===== src/rtl/enc_controller_pkg.sv =====
// Shared constants and types for the RS encoder input controller.
// Symbol geometry, codeword length, FIFO sizing and the controller state type.
package enc_controller_pkg;

  localparam int EGF_ORDER      = 8;
  localparam int ENC_SYM_NUM    = 4;
  localparam int RS_MES_LEN     = 239;
  localparam int RS_COD_LEN     = 255;
  localparam int CON_FIFO_DEPTH = 4;
  localparam int CON_START_LVL  = 2;

  localparam int DATA_W = EGF_ORDER * ENC_SYM_NUM;
  localparam int CNT_W  = $clog2(RS_COD_LEN);
  localparam int LVL_W  = $clog2(CON_FIFO_DEPTH + 1);
  localparam int PTR_W  = $clog2(CON_FIFO_DEPTH);

  typedef enum logic {
    CON_IDLE = 1'b0,
    CON_RUN  = 1'b1
  } con_state_t;

endpackage


===== src/rtl/enc_controller_fifo.sv =====
// Small symbol FIFO feeding the encoder; head is zero whenever it is empty.
// Storage is not reset, only pointers and occupancy.
module enc_sym_fifo
  import enc_controller_pkg::*;
(
  input  logic              clk,
  input  logic              rst_n,
  input  logic              push,
  input  logic [DATA_W-1:0] wr_data,
  input  logic              pop,
  output logic [DATA_W-1:0] data,
  output logic [LVL_W-1:0]  count,
  output logic              full,
  output logic              empty
);

  logic [DATA_W-1:0] mem [CON_FIFO_DEPTH];
  logic [PTR_W-1:0]  wr_ptr;
  logic [PTR_W-1:0]  rd_ptr;
  logic              do_push;
  logic              do_pop;

  assign full    = (count == LVL_W'(CON_FIFO_DEPTH));
  assign empty   = (count == '0);
  assign do_push = push && !full;
  assign do_pop  = pop && !empty;
  assign data    = empty ? '0 : mem[rd_ptr];

  always_ff @(posedge clk) begin
    if (do_push) begin
      mem[wr_ptr] <= wr_data;
    end
  end

  // Pointers wrap naturally because the depth is a power of two.
  always_ff @(posedge clk) begin
    if (!rst_n) begin
      wr_ptr <= '0;
      rd_ptr <= '0;
      count  <= '0;
    end else begin
      if (do_push) wr_ptr <= wr_ptr + PTR_W'(1);
      if (do_pop)  rd_ptr <= rd_ptr + PTR_W'(1);
      count <= count + LVL_W'(do_push) - LVL_W'(do_pop);
    end
  end

endmodule


===== src/rtl/enc_controller.sv =====
// Encoder input controller: buffers source beats and sequences codeword phase.
// Handshake: a beat transfers on any rising edge where in_valid && in_ready.
module enc_controller
  import enc_controller_pkg::*;
(
  input  logic              clk,
  input  logic              rst_n,
  input  logic              in_valid,
  output logic              in_ready,
  input  logic [DATA_W-1:0] in_data,
  input  logic              buf_enable,
  output logic [CNT_W-1:0]  con_master_counter,
  output logic [DATA_W-1:0] enc_data,
  output logic              con_busy,
  output logic              con_cw_start,
  output logic              con_cw_end,
  output logic              con_underflow,
  output logic              con_state_dbg
);

  con_state_t       state;
  logic [LVL_W-1:0] count;
  logic             full;
  logic             empty;
  logic             pop;
  logic             start_ok;

  assign in_ready = !full;
  assign pop      = (state == CON_RUN) && buf_enable && !empty;
  assign start_ok = (count >= LVL_W'(CON_START_LVL));

  enc_sym_fifo u_fifo (
    .clk     (clk),
    .rst_n   (rst_n),
    .push    (in_valid),
    .wr_data (in_data),
    .pop     (pop),
    .data    (enc_data),
    .count   (count),
    .full    (full),
    .empty   (empty)
  );

  // The buffer cannot stall, so the counter free-runs in RUN even when starved.
  always_ff @(posedge clk) begin
    if (!rst_n) begin
      state              <= CON_IDLE;
      con_master_counter <= '0;
      con_underflow      <= 1'b0;
    end else begin
      if ((state == CON_RUN) && buf_enable && empty) begin
        con_underflow <= 1'b1;
      end
      case (state)
        CON_IDLE: begin
          if (start_ok) begin
            state              <= CON_RUN;
            con_master_counter <= CNT_W'(1);
          end else begin
            con_master_counter <= '0;
          end
        end
        CON_RUN: begin
          if (con_master_counter == CNT_W'(RS_COD_LEN)) begin
            if (start_ok) begin
              con_master_counter <= CNT_W'(1);
            end else begin
              con_master_counter <= '0;
              state              <= CON_IDLE;
            end
          end else begin
            con_master_counter <= con_master_counter + CNT_W'(1);
          end
        end
        default: begin
          state              <= CON_IDLE;
          con_master_counter <= '0;
        end
      endcase
    end
  end

  assign con_busy      = (state == CON_RUN);
  assign con_cw_start  = (con_master_counter == CNT_W'(1));
  assign con_cw_end    = (con_master_counter == CNT_W'(RS_COD_LEN));
  assign con_state_dbg = state;

endmodule


===== config.mk =====
export PLATFORM = sky130hd
export DESIGN_NAME = enc_controller
export DESIGN_NICKNAME = d
export VERILOG_FILES = /design/src/rtl/enc_controller_pkg.sv /design/src/rtl/enc_controller_fifo.sv /design/src/rtl/enc_controller.sv
export SDC_FILE = /design/constraint.sdc
export NUM_CORES = 1
export LEC_CHECK = 0
export CAP_MARGIN = 10
export CORE_UTILIZATION = 46
export CTS_CLUSTER_DIAMETER = 40
export CTS_CLUSTER_SIZE = 25
export DETAILED_ROUTE_END_ITERATION = 10
export PLACE_DENSITY = 0.77
export SLEW_MARGIN = 20
export SYNTH_ARGS = -nofsm -noshare
export SYNTH_HDL_FRONTEND = slang
export SYNTH_SLANG_ARGS = --single-unit

===== constraint.sdc =====
create_clock -name clk -period 2.1 [get_ports clk]
set_input_delay 0.525 -clock clk [delete_from_list [all_inputs] [get_ports clk]]
set_output_delay 0.525 -clock clk [all_outputs]
set_load 0.02 [all_outputs]

==> metrics.md, run 1 <==
| Metric | Value |
|---|---|
| Top library cells by usage in the layout, fill and taps aside | edfxtp_1, clkdlybuf4s50_1, mux4_2 |
| Placeable core region | 0.0126 sq mm |
| Endpoint of the worst register-to-register path | u_fifo.count[2] |
| Worst-case setup slack after placement | -0.277 ns |
| Number of vias in the routed layout | 3071 |
| Wire length of the first global-routing pass | 17500 um |
| Setup skew after layout | 0.00470 ns |
| Full die area | 0.0133 sq mm |
| Routed wirelength normalized by instance count | 18.2 um |
| Worst hold start | u_fifo.rd_ptr[1] |
| Number of warning messages in the yosys log | 0 |
| Final period util | 113% |
| Area fraction of the dominant cell type after synthesis | 65.2% |
| WP data required | 1.57 ns |
| Number of inserted filler cells in the final layout | 921 |
| Violated checks | setup timing |
| Clock Sink Count | around 150 |
| Buffers added on ports | 81 |
| Cell accounting for the most synthesized area | edfxtp_1 |
| Critical Path AT | 1.86 ns |
| Final setup viols | 33 |
| Length in cells of the worst reg-to-reg path | 8 |
| H-tree levels | 4 |
| Synthesized Nets | around 360 |
| Count of endpoints failing hold in the final timing report | 0 |
| Initial Util | 46.9% |
| Initial antenna violation count | 0 |
| Clock buffer count from CTS | 17 |
| Placer Congestion | 0.793 |
| Unique cell type count in the Yosys netlist | 38 |
| Number of max-cap violations | 0 |
| Type of the most critical hold path | reg2reg |
| Vias per cell | 5.00 |
| Global routing usage summed across all routing layers | 18.5% |
| Total leakage power | 2.79 nW |
| Cell count of the worst hold path | 2 |
| Critical Path Fanout Max | 6 |
| Detailed Route Iter0 Violations | 198 |
| Post-layout min period | 2.38 ns |
| Commonest non-fill, non-tap cell in the layout | edfxtp_1 |
| Die X | 115 um |
| Number of enable flip-flop cells after synthesis | 128 |
| Via count of the first global-routing pass | 3323 |
| Largest cells by area after synthesis | edfxtp_1, mux4_2, dfxtp_1, nor2b_1, ha_1 |
| Clock tree from TritonCTS | built |
| Count of antenna-violating nets left after detailed routing | 0 |
| Main flop type after synthesis | edfxtp_1 |
| Maximum vdd drop | roughly 0.57 mV |
| Slew at the pin closest to its max-slew limit | 0.303 ns |
| Critical Setup Path Class | reg2out |
| Placed wire-length estimate | roughly 6800 um |
| Maximum clock path buffer count | 2 |
| Remaining routing DRC violations | 0 |
| Final Worst Setup Slack | -0.282 ns |
| Clk_lat worst skew | 0.41 ns |
| Total Wirelength | 11200 um |
| Antenna Diode Count | 0 |
| Root Driver | clkbuf_16 |
| Post-synthesis instance area | ~0.006 sq mm |
| Mean instance size in the synthesized netlist | 19.0 sq um |
| Number of cell rows | between 40 and 50 |
| Area Growth Syn to Fin | 32.9% |
| Number of register bits inferred by synthesis | 147 |
| Fraction of final layout cells sized beyond drive strength 1 | 36.9% |
| Rel. slew slack | 79.6% |
| Post-Synthesis Cells | 310 |
| Startpoint of the worst-slack reg-to-reg timing path | u_fifo.count[1] |
| Number of hold buffers added after CTS | 0 |
| Startpoint Class | flip-flop |
| Net count, final | 475 |
| Setup Total Neg Slack | -6.80 ns |
| Final Max Slew Viols | 0 |
| Pin count of the biggest net entering global routing | 33 |
| Proportion of register bits with asynchronous set or reset after synthesis | 0% |
| Share of the yosys chip area belonging to registers | 71.6% |
| Total grt overflow | 0 |
| Power density over the cells | 1230 mW/mm^2 |
| Crit. End Element | output port |
| I/O pin total | 82 |
| Total iterations of the first detailed-routing run | 4 |
| Reg2Reg Setup Slack | 0.09 ns |
| Unrepaired setup endpoints after global routing | yes |
| Clock-pin slew on the worst setup and hold paths | 0.06 ns |
| Outcome | finished with violations |
| Y dimension of the die | approximately 120 um |
| Fmax achieved | between 400 and 500 MHz |
==> repair_timing <==
action	4_1_cts	5_1_grt
endpoints found under the hold margin	0	0
pin swaps	0	1
buffers inserted	3	1
setup endpoints to repair	37	37
cloned	2	0
gates resized for setup	177	60
==> report_power, final <==
group | total (mW) | switching [mW] | leakage (nW) | internal (mW)
Clock | 2.63 | 1.07 | 0.248 | 1.56
Sequential | 3.63 | 0.141 | 1.33 | 3.49
Combinational | 3.39 | 1.72 | 1.21 | 1.67
Total | 9.65 | 2.93 | 2.79 | 6.72
==> how the worst max path moves through the flow <==
stage	startpoint	to	slack [ns]	depth (start not counted)
after detailed placement	buf_enable	u_fifo.count[2]	-0.28	9
final	flip-flop	enc_data[16]	-0.28	5
after global routing	flip-flop	enc_data[16]	-0.35	5
after floorplan	con_master_counter[0]	con_cw_start	0.02	3
after global placement	buf_enable	u_fifo.count[1]	-0.20	8
after CTS	flip-flop	enc_data[3]	-0.34	5
==> cells by family after synthesis <==
group / count (synthesis) / synth area share, %
muxes: 32 / 12.2
AOI/OAI and AO/OA: 18 / 1.97
adders and majority gates: 10 / 2.25
xor gates and xnor gates: 5 / 0.742
and+or+nand+nor: 71 / 8.21
DFF: 147 / 71.6
buffers and inverters: 27 / 3.01
==> routing by layer <==
layer	wire length (um)	up-vias	part of all wire [%]	GRT usage, %
met3	534	14	4.8	6.06
met4	181	0	1.6	6.93
met1	4720	1537	42	21.5
li1	-	1444	-	-
met5	0	-	0	0
met2	5770	76	51	31.8
==> Yosys cell counts, types with 4 or more instances <==
cell type  number
dfxtp_1        19
buf_2           4
o21ai_0         5
ha_1            9
a21oi_1         6
edfxtp_1      128
and3_1          4
inv_1          15
nor2_1         10
nor2b_1        24
nand3_1         6
nor2b_4         8
mux4_2         32
nand2_1         6
==> per-stage QoR <==
step	cells	total power, mW	util [%]	area (sq um)	hold slack (ns)
2_1_floorplan	310	5.39	-	5910	0.459
3_3_place_gp	579	6.69	56.7	7130	0.461
3_5_place_dp	579	6.74	56.7	7130	0.492
4_1_cts	616	9.39	61.3	7700	0.505
5_1_grt	614	10.1	62.4	7840	0.559
6_report	614	9.65	62.4	7840	0.509
==> registers in the layout (all words and copies together) (netlist names), named ones only <==
| signal | flops |
|---|---|
| con_busy | 1 |
| con_master_counter | 8 |
| u_fifo.rd_ptr | 2 |
| con_underflow | 1 |
| u_fifo.wr_ptr | 2 |
| u_fifo.count | 3 |
| u_fifo.mem | 128 |
==> final cells by class <==
cell class / count / area [sq um] / area share [%]
clock buffer: 25 / 475 / 6.06
clock inverter: 7 / 38.8 / 0.495
inverter: 15 / 56.3 / 0.718
multi-input combinational: 136 / 1630 / 20.8
sequential: 147 / 4230 / 54.0
tap: 172 / 215 / 2.74
timing repair buffer: 112 / 1190 / 15.2
==> worst max-delay path, stage by stage, from the launching register on <==
cell	delay [ns]
dfxtp_4	0.44
buf_8	0.15
buf_12	0.10
mux4_2	0.48
nor2b_4	0.14
buf_6	0.12
No activity file was read; power rests on OpenSTA's default activity.
==> run 2, diff against run 1 <==
CTS_BUF_LIST = sky130_fd_sc_hd__clkbuf_4 sky130_fd_sc_hd__clkbuf_8 sky130_fd_sc_hd__clkbuf_16   (was not set)
==> metrics.md, run 2 (synthesis results as in run 1) <==
| Metric | Value |
|---|---|
| I/O pin total | between 80 and 90 |
| Overall power consumption | 9.73 mW |
| Pin count of the biggest net entering global routing | 33 |
| Global routing usage summed across all routing layers | 18.5% |
| Hold_ws | 0.508 ns |
| Antenna Diode Count | 0 |
| Endpoint of the worst register-to-register path | u_fifo.count[2] |
| Post-route core utilization | 62.6% |
| H-tree levels | 4 |
| Cell internal power dissipation | approximately 6.8 mW |
| Routed wirelength normalized by instance count | 18.3 um |
| Worst hold start | u_fifo.rd_ptr[1] |
| Total iterations of the first detailed-routing run | 4 |
| Length in cells of the worst reg-to-reg path | 8 |
| Final Non-Filler Cells | 614 |
| Post-layout min period | 2.38 ns |
| Relative contribution of sequential cells to total power | 37.3% |
| Fraction of final layout cells sized beyond drive strength 1 | between 30% and 40% |
| Initial antenna violation count | 0 |
| Placed wire-length estimate | 6830 um |
| Via count of the first global-routing pass | 3325 |
| Area Growth Syn to Fin | 33.3% |
| Flip-flop count of the largest register, all copies and words added | 128 |
| Clock Sink Count | 147 |
| Maximum vdd drop | 0.533 mV |
| Startpoint Class | flip-flop |
| Placer Congestion | a little under 0.8 |
| WP data required | 1.57 ns |
| Initial Util | between 40% and 50% |
| Setup skew after layout | 0.00479 ns |
| Maximum clock path buffer count | 2 |
| Largest regs | u_fifo.mem x128, con_master_counter x8, u_fifo.count x3 |
| Number of cell rows | 41 |
| Full die area | 0.0133 sq mm |
| Register cell area after layout | 0.00423 sq mm |
| Count of antenna-violating nets left after detailed routing | 0 |
| Final Worst Setup Slack | -0.284 ns |
| Clk_lat worst skew | 0.41 ns |
| Wire length of the first global-routing pass | 17500 um |
| Die X | 115 um |
| Outcome | finished with violations |
| Crit. End Element | output port |
| Type of the most critical hold path | reg2reg |
| Register with the highest flop count | u_fifo.mem |
| Number of hold buffers added after CTS | 0 |
| Buffers added on ports | 81 |
| Share of total power in the clock network | between 20% and 30% |
| Fmax achieved | 420 MHz |
| Critical Setup Path Class | reg2out |
| Final Max Slew Viols | 0 |
| Critical Path Fanout Max | 6 |
| Number of max-cap violations | 0 |
| Combinational group share of total power | 34.9% |
| Y dimension of the die | 115 um |
| Clock buffer count from CTS | 17 |
| Count of endpoints failing hold in the final timing report | 0 |
| Final setup viols | 33 |
| Clock tree from TritonCTS | built |
| Power density over the cells | 1240 mW/mm^2 |
| Clock-pin slew on the worst setup and hold paths | ~0.060 ns |
| Total leakage power | 2.81 nW |
| Placed cells | 579 |
| Startpoint of the worst-slack reg-to-reg timing path | u_fifo.count[1] |
| P_sw | around 2.9 mW |
| Commonest non-fill, non-tap cell in the layout | edfxtp_1 |
| Violated checks | setup timing |
| Unrepaired setup endpoints after global routing | yes |
| Critical Path AT | 1.86 ns |
| Detailed Route Iter0 Violations | 190 |
| Reg2Reg Setup Slack | 0.09 ns |
| Remaining routing DRC violations | 0 |
| Area of combinational cells with multiple inputs | ~0.0016 sq mm |
| Number of inserted filler cells in the final layout | 918 |
| Total grt overflow | 0 |
| Rel. slew slack | about 79% |
| Vias per cell | 5.00 |
| Slew at the pin closest to its max-slew limit | between 0.3 and 0.4 ns |
| Net count, final | around 480 |
| CP endpoint | enc_data[16] |
| Placeable core region | 0.0126 sq mm |
| Root Driver | clkbuf_16 |
| Number of vias in the routed layout | 3070 |
| Final period util | 114% |
| Switching part of the total power | 30.1% |
| Total Wirelength | around 11000 um |
| Top library cells by usage in the layout, fill and taps aside | edfxtp_1, clkdlybuf4s50_1, mux4_2 |
## run 2: area by class of cell
cell class | instances | share of cell area (%)
Tap cell | 172 | 2.74
Clock inverter | 7 | 0.493
Clock buffer | 25 | 6.33
Sequential cell | 147 | 53.8
Inverter | 15 | 0.716
Multi-Input combinational cell | 136 | 20.7
Timing Repair Buffer | 112 | 15.2
## run 2: metal layers
metal  vias to the layer above  routed length [um]  global-route usage, %
met3                        15                 498                   6.06
met5                         -                   0                      0
met2                        72                5760                   31.8
met1                      1538                4770                   21.6
met4                         0                 183                   6.93
li1                       1445                   -                      -
## run 2: repair_timing
item | 4_1_cts | 5_1_grt
buffers inserted | 3 | 1
endpoints found under the setup margin | 37 | 37
cloned | 2 | 0
resized for setup | 177 | 60
pin swaps | 0 | 1
## run 2: worst min path at each step
| stage | cells past startpoint | to | slack (ns) |
|---|---|---|---|
| after floorplan | 2 | flip-flop | 0.46 |
| after global placement | 2 | flip-flop | 0.46 |
| after detailed placement | 2 | con_underflow | 0.49 |
| after CTS | 2 | flip-flop | 0.50 |
| after global routing | 2 | flip-flop | 0.56 |
| final | 2 | flip-flop | 0.51 |
## run 2: worst max-delay path: stages (launching register included)
cell and delay [ns]:
dfxtp_4 0.44, buf_8 0.15, buf_12 0.10, mux4_2 0.48, nor2b_4 0.14, buf_6 0.12
## run 2: power groups by stage
stage / Clock, mW / Combinational (mW) / Sequential [mW]
finish: 2.70 / 3.40 / 3.63
global placement: 0 / 3.04 / 3.65
floorplan: 0 / 1.70 / 3.68
global route: 2.89 / 3.63 / 3.66
detailed placement: 0 / 3.07 / 3.67
CTS: 2.77 / 3.08 / 3.62
## run 2: through the flow
stage | instance area (sq um) | setup TNS (ns) | setup slack, ns
after global routing | 7870 | -9.11 | -0.354
after detailed placement | 7130 | -6.14 | -0.277
after floorplan | 5910 | 0 | 0.0226
after CTS | 7720 | -8.63 | -0.336
final | 7870 | -6.84 | -0.284
after global placement | 7130 | -5.77 | -0.204
==> run 3, diff against run 2 <==
CORE_UTILIZATION = 40   (was 46)
PLACE_DENSITY = 0.69   (was 0.77)
==> metrics.md, run 3 (synthesis results as in run 1) <==
| Metric | Value |
|---|---|
| Outcome | finished with violations |
| Violated checks | setup timing |
| Unrepaired setup endpoints after global routing | yes |
| Type of the most critical hold path | reg2reg |
| Critical Path AT | 1.80 ns |
| WP data required | 1.57 ns |
| Register with the highest flop count | u_fifo.mem |
| Top library cells by usage in the layout, fill and taps aside | edfxtp_1, clkdlybuf4s50_1, mux4_2 |
| Count of endpoints failing hold in the final timing report | 0 |
| Worst hold start | con_underflow |
| Count of antenna-violating nets left after detailed routing | 0 |
| Initial antenna violation count | 0 |
| Remaining routing DRC violations | 0 |
| Number of max-cap violations | 0 |
| Placer Congestion | 0.779 |
| Startpoint of the worst-slack reg-to-reg timing path | u_fifo.count[2] |
| Total iterations of the first detailed-routing run | 5 |
| Clock buffer count from CTS | 17 |
| Top Family by Delay on Critical Path | multiplexers |
| Root Driver | clkbuf_16 |
| Wire length of the first global-routing pass | roughly 18000 um |
| Total Wirelength | 11200 um |
| Final period util | 111% |
| Flip-flop count of the largest register, all copies and words added | 128 |
| Crit. End Element | output port |
| Endpoint of the worst register-to-register path | u_fifo.count[1] |
| Full die area | 0.0152 sq mm |
| Y dimension of the die | 123 um |
| Longest individual stage delay on the worst path | about 0.54 ns |
| Power density over the cells | 1240 mW/mm^2 |
| Setup skew after layout | between 0.009 and 0.01 ns |
| Placeable core region | 0.0145 sq mm |
| Post-layout min period | 2.33 ns |
| Critical Path Fanout Max | 8 |
| Final Non-Filler Cells | 629 |
| I/O pin total | between 80 and 90 |
| Commonest non-fill, non-tap cell in the layout | edfxtp_1 |
| Final Worst Setup Slack | -0.226 ns |
| Number of vias in the routed layout | 3167 |
| Worst-case setup slack after placement | -0.294 ns |
| Startpoint Class | flip-flop |
| Fraction of final layout cells sized beyond drive strength 1 | 38.4% |
| Slew at the pin closest to its max-slew limit | 0.302 ns |
| Final setup viols | 33 |
| Critical Setup Path Class | reg2out |
| Clock Sink Count | between 100 and 150 |
| Maximum clock path buffer count | 2 |
| Capture endpoint of the worst hold path | con_underflow |
| Total leakage power | ~2.8 nW |
| H-tree levels | 4 |
| Placed wire-length estimate | 7240 um |
| Die X | approximately 120 um |
| Post-route core utilization | between 50 and 60% |
| Routed wirelength normalized by instance count | roughly 18 um |
| Number of cell rows | 44 |
| Reg2Reg Setup Slack | 0.06 ns |
| Final Max Slew Viols | 0 |
| Area Growth Syn to Fin | 34.8% |
| Largest regs | u_fifo.mem x128, con_master_counter x8, u_fifo.count x3 |
| Rel. slew slack | 79.9% |
| Number of hold buffers added after CTS | 0 |
| Initial Util | 40.7% |
| Length in cells of the worst reg-to-reg path | 8 |
| List of cells traversed by the critical path | buf_12, mux4_2, nor2b_4, buf_6 |
| Slowest library cell on the worst path | mux4_2 |
| Global routing usage summed across all routing layers | 16.2% |
| Clk_lat worst skew | approximately 0.41 ns |
| Pin count of the biggest net entering global routing | 20 |
| Net count, final | 479 |
| Total grt overflow | 0 |
| Maximum vdd drop | 0.755 mV |
| Antenna Diode Count | 0 |
| WP buf/inv | 2 |
| Vias per cell | just over 5 |
| Via count of the first global-routing pass | 3325 |
| Clock tree from TritonCTS | built |
| Cell count of the worst hold path | 2 |
| Buffers added on ports | 81 |
| Fmax achieved | around 430 MHz |
| Detailed Route Iter0 Violations | 178 |
| Number of inserted filler cells in the final layout | 1140 |
| Placed cells | 596 |
| Clock-pin slew on the worst setup and hold paths | roughly 0.06 ns |
## run 3: tightest hold or removal path, stage by stage (launching register included)
cell     delay (ns)
dfxtp_1        0.35
a31oi_1        0.05
nor2_1         0.08
## run 3: area by class of cell
type                    instances  area [sq um]  share of cell area [%]
clock inverters                13           135                    1.70
repair buffers                116          1230                    15.4
multi-input cells             136          1640                    20.6
well taps                     184           230                    2.89
inverters                      15          56.3                   0.708
flip-flops and latches        147          4230                    53.2
clock buffers                  18           433                    5.44
## run 3: worst max-delay path by stage
| stage | start | end | slack [ns] | depth (start not counted) |
|---|---|---|---|---|
| finish | flip-flop | enc_data[25] | -0.23 | 4 |
| CTS | flip-flop | enc_data[26] | -0.31 | 5 |
| global placement | buf_enable | u_fifo.count[1] | -0.23 | 8 |
| global route | flip-flop | enc_data[25] | -0.30 | 4 |
| detailed placement | buf_enable | u_fifo.count[2] | -0.29 | 9 |
| floorplan | con_master_counter[0] | con_cw_start | 0.02 | 3 |
## run 3: report_power, final
| group | internal (mW) | leakage, nW | total, mW | switching [mW] |
|---|---|---|---|---|
| clock | 1.75 | 0.273 | 2.87 | 1.11 |
| combinational | 1.62 | 1.23 | 3.37 | 1.74 |
| sequential | 3.49 | 1.33 | 3.61 | 0.118 |
| total | 6.86 | 2.83 | 9.84 | 2.97 |
## run 3: what timing repair did
item,CTS,global route
setup endpoints to repair,37,41
pin swaps,1,5
setup buffers,2,0
gates cloned,1,0
resized for setup,200,34
## run 3: through the flow
step	hold WS [ns]	area (sq um)	TNS (ns)	total power, mW
final	0.508	7960	-6.06	9.84
after global routing	0.536	7960	-8.49	10.3
after CTS	0.511	7870	-8.00	9.81
after detailed placement	0.477	7220	-6.53	6.78
after global placement	0.465	7220	-6.28	6.74
after floorplan	0.459	5910	0	5.39
## run 3: per-layer routing
metal | share of wire [%] | track usage (%) | vias to the layer above | routed length, um
li1 | - | - | 1452 | -
met1 | 44 | 21.2 | 1603 | 4940
met2 | 49 | 25.4 | 95 | 5490
met3 | 5.5 | 5.03 | 17 | 612
met4 | 1.3 | 6.02 | 0 | 147
met5 | 0 | 0 | - | 0
